<file path="config.mk">
export PLATFORM = sky130hd
export DESIGN_NAME = right_shift_sequencer
export DESIGN_NICKNAME = d
export VERILOG_FILES = /design/src/rtl/right_shift_sequencer.sv
export SDC_FILE = /design/constraint.sdc
export NUM_CORES = 1
export LEC_CHECK = 0
export CORE_MARGIN = 10
export CORE_UTILIZATION = 48
export CTS_CLUSTER_DIAMETER = 100
export CTS_CLUSTER_SIZE = 30
export DETAILED_ROUTE_END_ITERATION = 16
export PLACE_DENSITY = 0.84
export SYNTH_ARGS = -nofsm -noshare
export SYNTH_HDL_FRONTEND = slang
export SYNTH_SLANG_ARGS = --single-unit
</file>
<file path="constraint.sdc">
create_clock -name clk -period 3.5 [get_ports clk]
set_input_delay 0.875 -clock clk [delete_from_list [all_inputs] [get_ports clk]]
set_output_delay 0.875 -clock clk [all_outputs]
set_load 0.1 [all_outputs]
</file>
<file path="src/rtl/right_shift_sequencer.sv">
`timescale 1ns/1ps
`default_nettype none
// ============================================================================
// Module      : right_shift_sequencer
// Description : Multi-bit right-shift engine feeding the one-bit right shift
//               register stage. Accepts an operand, an unsigned shift amount
//               and a mode over a valid/ready handshake, shifts the operand
//               right by one bit per clock until the amount is consumed, and
//               returns the result over a second valid/ready handshake.
//               Mode: 0 = arithmetic (sign fill), 1 = logical (zero fill).
// Ports       : clk        rising-edge clock
//               rst_n      asynchronous active-low reset
//               in_valid   request present
//               in_ready   block can accept a request (IDLE)
//               in_data    operand, WIDTH bits
//               in_amt     shift count, AW bits, unsigned
//               in_mode    0 = arithmetic, 1 = logical
//               out_valid  result present (DONE)
//               out_ready  consumer accepts result
//               out_data   shifted result, WIDTH bits
//               busy       high in SHIFT or DONE
// Options     : RIGHT_SHIFT_SEQ_EARLY_DONE_EN - when defined, SHIFT exits to
//               DONE as soon as the data register equals the fill pattern.
// Revision    : 1.0 - initial release
// ============================================================================
module right_shift_sequencer #(
    parameter  int WIDTH = 16,
    localparam int AW    = $clog2(WIDTH) + 1
) (
    input  logic             clk,
    input  logic             rst_n,
    input  logic             in_valid,
    output logic             in_ready,
    input  logic [WIDTH-1:0] in_data,
    input  logic [AW-1:0]    in_amt,
    input  logic             in_mode,
    output logic             out_valid,
    input  logic             out_ready,
    output logic [WIDTH-1:0] out_data,
    output logic             busy
);

    typedef enum logic [1:0] {
        ST_IDLE  = 2'd0,
        ST_SHIFT = 2'd1,
        ST_DONE  = 2'd2
    } state_t;

    localparam logic [AW-1:0] C_WIDTH_AMT = AW'(WIDTH);
    localparam logic [AW-1:0] C_ONE       = AW'(1);

    state_t           state_q, state_d;
    logic [WIDTH-1:0] data_q,  data_d;
    logic [AW-1:0]    cnt_q,   cnt_d;
    logic             mode_q,  mode_d;

    logic [AW-1:0]    w_amt_sat;
    logic             w_fill_bit;
    logic [WIDTH-1:0] w_shifted;
    logic             w_at_fill;

    // Shifting by more than WIDTH yields the same result as shifting by WIDTH.
    assign w_amt_sat  = (in_amt > C_WIDTH_AMT) ? C_WIDTH_AMT : in_amt;

    // Logical mode fills with zero; arithmetic mode replicates the sign bit.
    assign w_fill_bit = ~mode_q & data_q[WIDTH-1];
    assign w_shifted  = {w_fill_bit, data_q[WIDTH-1:1]};

`ifdef RIGHT_SHIFT_SEQ_EARLY_DONE_EN
    // Once the register holds only fill bits, further shifts cannot change it.
    assign w_at_fill  = (data_q == {WIDTH{w_fill_bit}});
`else
    assign w_at_fill  = 1'b0;
`endif

    always_comb begin
        state_d = state_q;
        data_d  = data_q;
        cnt_d   = cnt_q;
        mode_d  = mode_q;
        case (state_q)
            ST_IDLE: begin
                if (in_valid) begin
                    data_d  = in_data;
                    mode_d  = in_mode;
                    cnt_d   = w_amt_sat;
                    state_d = (w_amt_sat == '0) ? ST_DONE : ST_SHIFT;
                end
            end
            ST_SHIFT: begin
                if (w_at_fill) begin
                    cnt_d   = '0;
                    state_d = ST_DONE;
                end else begin
                    data_d = w_shifted;
                    cnt_d  = cnt_q - C_ONE;
                    if (cnt_q == C_ONE) begin
                        state_d = ST_DONE;
                    end
                end
            end
            ST_DONE: begin
                if (out_ready) begin
                    state_d = ST_IDLE;
                end
            end
            default: begin
                state_d = ST_IDLE;
            end
        endcase
    end

    always_ff @(posedge clk or negedge rst_n) begin
        if (!rst_n) begin
            state_q <= ST_IDLE;
            data_q  <= '0;
            cnt_q   <= '0;
            mode_q  <= 1'b0;
        end else begin
            state_q <= state_d;
            data_q  <= data_d;
            cnt_q   <= cnt_d;
            mode_q  <= mode_d;
        end
    end

    // All handshake outputs decode registered state only.
    assign in_ready  = (state_q == ST_IDLE);
    assign busy      = (state_q != ST_IDLE);
    assign out_valid = (state_q == ST_DONE);
    assign out_data  = data_q;

endmodule
`default_nettype wire
</file>
==> flow_results.org <==
** Yosys
- Counting distinct cell types in the post-synthesis netlist gives 35.
- The Yosys step of the flow raised 0 warnings.
- Number of nets in the synthesized netlist :: ~160
- Post-Synthesis Cell Area :: 1300 um2
- Synth Area per Inst :: 9.80 um2
- Leading register cell type out of synthesis :: sky130_fd_sc_hd__dfrtp_1
- Proportion of synthesized chip area in sequential cells :: 46.1%
- In the synthesized netlist the async set-or-reset flop fraction comes to 100%.
- EDFF count, synth :: 0
- Counting every instance in the synthesized netlist gives 133.
- Count of state elements after synthesis :: 24

** Global routing
- Via count of the first global-routing pass :: between 1000 and 1500
- Entering global routing, the biggest net connects 25 pins.
- Initial antenna violation count :: 0
- First-pass GRT wire length :: 5320 um
- GRT Overall Usage :: 12.2%
- Gr ovfl total :: 0

** STA
- Share of the clock period used by the worst path :: 67.8%
- Final slew viol count :: 0
- Timing would allow up to roughly 420 MHz.
- Final setup violation count :: 0
- Worst Tran Pin Value :: roughly 1.0 ns
- Setup repair after global routing missed its margin :: false
- Final Hold Vio Count :: 0
- Fin crit period :: 2.37 ns
- Measured against its own limit, the worst slew margin works out to between 20% and 30%.
- On the final layout, the worst clock skew is 0.00313 ns.
- Setup TNS Final :: 0 ns

** Drt
- Number of nets with antenna violations after routing :: 0
- Via density per instance :: 5.35
- Met2 Routed Length :: 1460 um
- DRC violations left :: 0
- Routed wirelength normalized by instance count :: 15.7 um
- Detailed-routing wirelength on met1 :: 1470 um
- Count of TritonRoute iterations in the first routing pass :: 4
- Total via count after detailed routing :: 1092
- The highest layer touched by signal routing is met4.
- Wire length on met3 :: between 200 and 300 um
- The detailed router finished its first iteration with 61 violations.
- Total wire length :: around 3200 um

** Cells and area
- From synthesis to final layout, the design area changed by 31.2%.
- The filler cells instantiated in the layout total 221.
- Number of inserted diodes :: 0
- Fraction of layout cells with a size suffix above 1 :: 16.7%
- Final #Nets :: 204
- Most frequent standard cell in the layout excluding fill and tap cells :: sky130_fd_sc_hd__clkdlybuf4s50_1
- Commonest cells after routing, fill and taps aside :: sky130_fd_sc_hd__clkdlybuf4s50_1, sky130_fd_sc_hd__dfrtp_1, sky130_fd_sc_hd__buf_4

** Clock tree
- TritonCTS sink count :: 24
- Total setup buffers inserted after CTS :: 0
- TritonCTS built the clock tree.
- Clock-pin slew was measured on the worst setup and hold paths at 0.12 ns.
- At the later pin of the worst-skew pair, clock insertion delay measures 0.30 ns.
- # hold bufs at CTS :: 0
- H-tree depth :: 1
- Bufs on Longest Clock Path :: 2
- Cell chosen for the clock root :: sky130_fd_sc_hd__clkbuf_4
- Once the clock tree was built, the resizer swapped 0 gates to a different size.
- Cts bufs inserted :: 3

** Critical path
- End point of the critical path :: out_valid
- Worst setup EP type :: output port
- Kind of launch point of the worst setup path :: flip-flop
- Critical path origin :: state_q[1]
- Cell type of the slowest stage on the worst timing path :: sky130_fd_sc_hd__dfrtp_1
- The endpoint identified for the worst register-to-register timing path is out_data[2].
- Worst setup path category :: flip-flop to output port
- Largest stage delay on the critical path :: around 0.63 ns
- Required time worst endpoint :: 2.62 ns
- Crit Reg-Reg Startpoint :: state_q[0]
- In this run the worst path has a maximum fanout of 13.
- Arr. time, crit path :: about 1.5 ns
- Traced cell by cell, the critical path runs through nor2b_1 > buf_4.
- Setup slack on the worst reg-to-reg path comes out at around 1.5 ns.
- For the worst flop-to-flop path, the logic depth is 3.

** Floorplan
- Area of the core :: 2540 um2
- Row generation in the floorplan step produced 18 rows.
- Top-Level Pins :: 45
- Die footprint :: 5200 um2
- The die is 72.1 um wide.
- Measured along the y axis, the die boundary spans 72.1 um.
- Starting density of the core :: about half

** Run status
- Run status :: completed

** Placed design
- Gpl congestion :: 0.820
- Detailed placement finished with a half-perimeter wire length of 2540 um.
- Port buffering added 44 buffers.

** Run
- Max-cap violations in this run came to 0.

** Hold path
- Worst hold path class :: flip-flop to flip-flop
Yosys cell counts (all sizes together) (2+ instances only):
library cell / number / area share [%]
nand2: 17 / 4.9
a21oi: 5 / 1.9
nand3b: 2 / 1.2
inv: 9 / 2.6
nor2: 3 / 1.1
o21ai: 20 / 7.7
dfrtp: 24 / 46
a2bb2oi: 2 / 1.3
ha: 2 / 1.9
o21bai: 2 / 1.4
nor3: 3 / 1.2
a32oi: 2 / 1.3
buf: 8 / 4.7
nor2b: 5 / 2.6
mux2i: 15 / 12
registers in the layout, summed over array words and instances (netlist names):
register,count
mode_q,1
cnt_q,5
state_q,2
out_data,16
worst max-delay path: cells and delay by family (launching register included):
family                 cells  cell delay [ns]
AND/OR/NAND/NOR            1             0.24
buffers and inverters      1             0.32
flip-flops                 1             0.63
metrics by stage:
step | util (%) | setup slack [ns] | cells | hold WS [ns] | cell area (um2)
after floorplan | - | 0.475 | 133 | 0.480 | 1300
after global placement | 66.3 | 1.11 | 201 | 0.481 | 1690
after detailed placement | 66.3 | 1.05 | 201 | 0.494 | 1690
after CTS | 67.2 | 1.12 | 204 | 0.522 | 1710
after global routing | 67.2 | 1.04 | 204 | 0.539 | 1710
final | 67.2 | 1.13 | 204 | 0.517 | 1710
routing by layer:
metal	vias to the layer above	track usage, %
li1	549	-
met1	497	15.5
met2	42	19.4
met3	4	4.22
met4	0	2.58
met5	-	0
how the worst min path moves through the flow:
stage / slack [ns] / cells past startpoint / endpoint / start
2_1_floorplan: 0.48 / 1 / mode_q / mode_q
3_3_place_gp: 0.48 / 2 / out_data[0] / out_data[0]
3_5_place_dp: 0.49 / 1 / mode_q / mode_q
4_1_cts: 0.52 / 1 / mode_q / mode_q
5_1_grt: 0.54 / 1 / mode_q / mode_q
6_report: 0.52 / 2 / out_data[0] / out_data[0]
area by class of cell:
type	instances	area [um2]	share of cell area (%)
repair buffers	46	408	23.8
inverters	9	33.8	1.98
multi-input cells	92	608	35.6
flip-flops and latches	24	601	35.1
clock buffers	3	22.5	1.32
well taps	30	37.5	2.19
kinds of logic (layout without fill, tap and decap cells):
family,Yosys count,in the layout,share of synthesized area [%]
adder cells (fa/ha/maj),2,2,1.92
AO/OA/AOI/OAI,38,38,18.1
multiplexers,16,16,12.4
flip-flops,24,24,46.1
AND/OR/NAND/NOR,36,36,14.2
buffers and inverters,17,58,7.29
Power is not shown: default switching activity piles up to over one toggle a cycle in this logic, so the estimate is an artifact.
==> edit 1: new RTL, same settings <==
Change the parameter `WIDTH` from 16 to 32.
--- a/src/rtl/right_shift_sequencer.sv
+++ b/src/rtl/right_shift_sequencer.sv
@@ -26,3 +26,3 @@
 module right_shift_sequencer #(
-    parameter  int WIDTH = 16,
+    parameter  int WIDTH = 32,
     localparam int AW    = $clog2(WIDTH) + 1
Interface: changed (resized in_amt, in_data and out_data); port bits go from 45 to 78. The function was not compared with the original's and may differ.
==> edit 1 against the original RTL <==
  * Routed wire length increased by 74%
  * Final area increased by 73%
  * Count of clock-buffer cells in the layout increased by 4
  * Sequential cell count increased by 17
  * Final cell count increased by 65%
  * Register-to-register slack got worse by 0.13 ns
  * Area after synthesis increased by 70%
  * Setup slack got worse by 0.11 ns
Power is left out: the tool's default activity adds up to more than one toggle a clock period on the data nets, which glitch-free logic cannot reach.
==> edit 1: results (changes against the original RTL) <==
| Metric | Value |
|---|---|
| Final-layout fill cell count | 363 (+64%) |
| M1 WL | 2210 um (+51%) |
| GR Util met3 | 0.0557 (+0.0135) |
| DR iter-0 viols | 108 (+77%) |
| Root Buffer | clkbuf_8 |
| First-pass GRT wire length | 8810 um (+66%) |
| Total Routing Usage GR | 0.143 (+0.0209) |
| Final Setup Violations | 0 (unchanged) |
| Placement Cell Area | 0.00285 mm2 (+69%) |
| Met2 wire length | 2770 um (+89%) |
| Clk Latency, worst-skew pair | 0.29 ns |
| Largest net degree at the start of global routing | 42 (+68%) |
| Met1 Usage GRT | 0.162 (+0.00754) |
| Final #Nets | 329 (+61%) |
| Finished Cell Area | 0.00297 mm2 (+73%) |
| Ranking of synthesized cells by area | dfrtp_1 46%, mux2i_1 14%, nand2_1 5.9% |
| Non-clock buffers, area share | 0.236 (-0.00219) |
| IO Port Bufs | 77 (+75%) |
| Final GP Congestion | 0.860 (+4.9%) |
| Vias | 1819 (+67%) |
| Reg2Reg Setup Slack | 1.33 ns (-0.13 ns) |
| Wirelength per Cell | 16.5 um (+5.2%) |
| Max reg flops | 32 (+16) |
| Clk_buf instances | 7 (+4) |
| H-tree depth | 2 (+1) |
| Syn_area_per_cell | 10.5 um2 (+7.0%) |
| M2 GR Usage | 0.239 (+0.0444) |
| Clock sink count | 41 (+71%) |
| Detail Placement HPWL | 4220 um (+66%) |
| Multi-input gate share of total cell area | 0.345 (-0.0104) |
| Share of layout cells above drive strength 1 | 0.214 (+0.0474) |
| Reg clk slew, reported paths | 0.08 ns (-0.04 ns) |
| TritonCTS buffer count | 5 (+2) |
| Post-synth top cells | 41 x dfrtp_1, 35 x nand2_1, 31 x mux2i_1 |
| Worst slew margin | 0.395 (+0.0953) |
| Cts repair resizes | 0 (unchanged) |
| Period utilization | 0.709 (+0.0304) |
| Nonclk buf count | 80 (+74%) |
| Status | finished clean |
| Syn Nets | 256 (+59%) |
| Clock-cell share of area | 0.0392 (+0.0261) |
| Worst slack, placed | 0.827 ns (-0.223 ns) |
| Sequential element share of the synthesized area | 0.464 (+0.00289) |
| Syn-to-layout area delta | 34.0% |
| Hold Worst Slack | 0.513 ns (-0.00402 ns) |
| Multi-In Gates | 147 (+60%) |
| Initial antenna violation count | 0 (unchanged) |
| Post-synth cell types | 42 (+20%) |
| Clock Skews | 0.00792 ns (+0.00479 ns) |
| Reg area | 0.00103 mm2 (+71%) |
| Met3 routed WL | 494 um (+90%) |
| Max FO, Critical Path | 14 (+1) |
| Diode count | 0 (unchanged) |
| WP data arrival | 1.60 ns (+0.10 ns) |
| Average vias per placed instance | 5.40 (+0.83%) |
-- edit 1: changes by cell type in the layout (fill, tap and decap cells not counted), sizes merged, moves of 3 or more --
cell / change
buf: +18
clkbuf: +4
clkdlybuf4s50: +16
dfrtp: +17
mux2i: +16
nand2: +18
nand3: +3
nor3: -3
nor4: +3
o21ai: +15
-- edit 1: cell families after synthesis --
kind of cell,synth area share
compound gates,0.178
fa+ha+maj,0.0113
buf+inv,0.0791
flops,0.464
mux,0.145
simple gates,0.123
-- edit 1: final timing paths --
| check | from | depth (start not counted) | end |
|---|---|---|---|
| max | state_q[0] | 3 | busy |
| min | mode_q | 1 | mode_q |
| max reg2reg | state_q[0] | 4 | out_data[15] |
| min reg2reg | mode_q | 1 | mode_q |
| max in group asynchronous | rst_n | 1 | cnt_q[0] |
| min in group asynchronous | rst_n | 1 | out_data[23] |
-- edit 1: critical path, stage by stage, from the launching register on --
cell     delay [ns]
dfrtp_1        0.63
inv_1          0.23
nand2_1        0.15
buf_4          0.30
==> edit 2: new RTL, same flow settings <==
Made on the original files. Add an input register stage for `in_mode`; this delays it by one clock. The other inputs are not delayed to match.
--- a/src/rtl/right_shift_sequencer.sv
+++ b/src/rtl/right_shift_sequencer.sv
@@ -51,2 +51,8 @@
 
+    logic in_mode_q;
+
+    always_ff @(posedge clk) begin
+        in_mode_q <= in_mode;
+    end
+
     state_t           state_q, state_d;
@@ -84,3 +90,3 @@
                     data_d  = in_data;
-                    mode_d  = in_mode;
+                    mode_d  = in_mode_q;
                     cnt_d   = w_amt_sat;
Function: changed (a bounded check fails within 4 cycles, from zero or initial values and one cycle with rst_n low).
==> edit 2 against the original RTL <==
  * Count of clock-buffer cells in the layout is 1 higher
  * Clock skew hardly changed
  * Core utilization is 0.93 points higher
  * Non-clock buffer count stayed put
  * Final cell count is 0.98% higher
  * Die area is 1.1% higher
  * Setup slack worse by 0.0067 ns
  * Global-route usage is 0.20 points higher
  * Routed wire length is 1.7% higher
  * Synthesized cell count is 0.75% higher
  * Sequential cell count is 1 higher
  * Final area is 1.4% higher
  * Area after synthesis is 1.5% higher
Power is not shown: default switching activity piles up to over one toggle a cycle in this logic, so the estimate is an artifact.
==> edit 2: results (changes against the original RTL) <==
| Metric | Value |
|---|---|
| Status | finished clean |
| Wirelength, routed | 3260 um (+1.7%) |
| Share of layout cells above drive strength 1 | 0.165 (-0.00189) |
| Slowest stage delay, CP | 0.61 ns (-0.02 ns) |
| Hold Worst Slack | 0.481 ns (-0.0355 ns) |
| Syn_area_per_cell | 9.88 um2 (+0.78%) |
| Sequential element share of the synthesized area | 0.469 (+0.00816) |
| DR iter-0 viols | 73 (+20%) |
| Final-layout fill cell count | 220 (-0.45%) |
| Ranking of synthesized cells by area | dfrtp_1 45%, mux2i_1 11%, o21ai_0 4.9% |
| Non-clock buffers, area share | 0.235 (-0.00327) |
| Wirelength per Cell | 15.8 um (+0.70%) |
| Yosys reg bits | 25 (+4.2%) |
| Hold Startpoint | in_mode_q |
| Total Routing Usage GR | 0.124 (+0.00200) |
| Clk_buf instances | 4 (+1) |
| Multi-input gate share of total cell area | 0.351 (-0.00487) |
| Detail Placement HPWL | 2570 um (+1.2%) |
| Clock Skews | 0.00343 ns (+0.000301 ns) |
| Largest net degree at the start of global routing | 38 (+52%) |
| Final GP Congestion | 0.802 (-2.2%) |
| Worst slack, placed | 1.20 ns (+0.154 ns) |
| Placed insts | 202 (+0.50%) |
| Syn-to-layout area delta | 31.0% |
| Vias in the first global route | 1246 (+9.8%) |
| Vias | 1120 (+2.6%) |
| Multi-In Gates | 92 (unchanged) |
| Final #Nets | 205 (+0.49%) |
| Placement Cell Area | 0.00171 mm2 (+1.2%) |
| First-pass GRT wire length | 5410 um (+1.7%) |
| Reg2Reg Setup Slack | 1.50 ns (+0.04 ns) |
| Drt pass-1 iters | 3 (-1) |
| Syn Nets | 162 (+0.62%) |
| Clk Latency, worst-skew pair | 0.32 ns (+0.02 ns) |
| Post-synth ARST share | 0.960 (-0.0400) |
edit 2: cell types whose count changed in the layout (fill, tap and decap cells not counted):
cell      unedited run  this run
clkbuf_1             0         1
dfxtp_1              0         1
edit 2: cells by family (layout without fill, tap and decap cells):
family | after synthesis | after routing | synth area share
compound gates | 38 | 38 | 0.179
fa+ha+maj | 2 | 2 | 0.0189
simple gates | 36 | 36 | 0.140
buf+inv | 17 | 59 | 0.0718
mux | 16 | 16 | 0.122
flops | 25 | 25 | 0.469
edit 2: layer usage:
layer	routed length [um]	vias up	GRT usage
met2	1470	42	0.205
li1	-	550	-
met5	0	-	0
met4	47	0	0.0527
met3	322	5	0.0531
met1	1420	523	0.135
edit 2: how the worst max path moves through the flow:
stage	to	slack, ns	cells after the start
detailed placement	cnt_q[4]	1.20	5
floorplan	busy	0.47	3
finish	out_valid	1.12	2
global placement	cnt_q[3]	1.29	5
global route	out_valid	1.02	2
CTS	out_valid	1.13	2
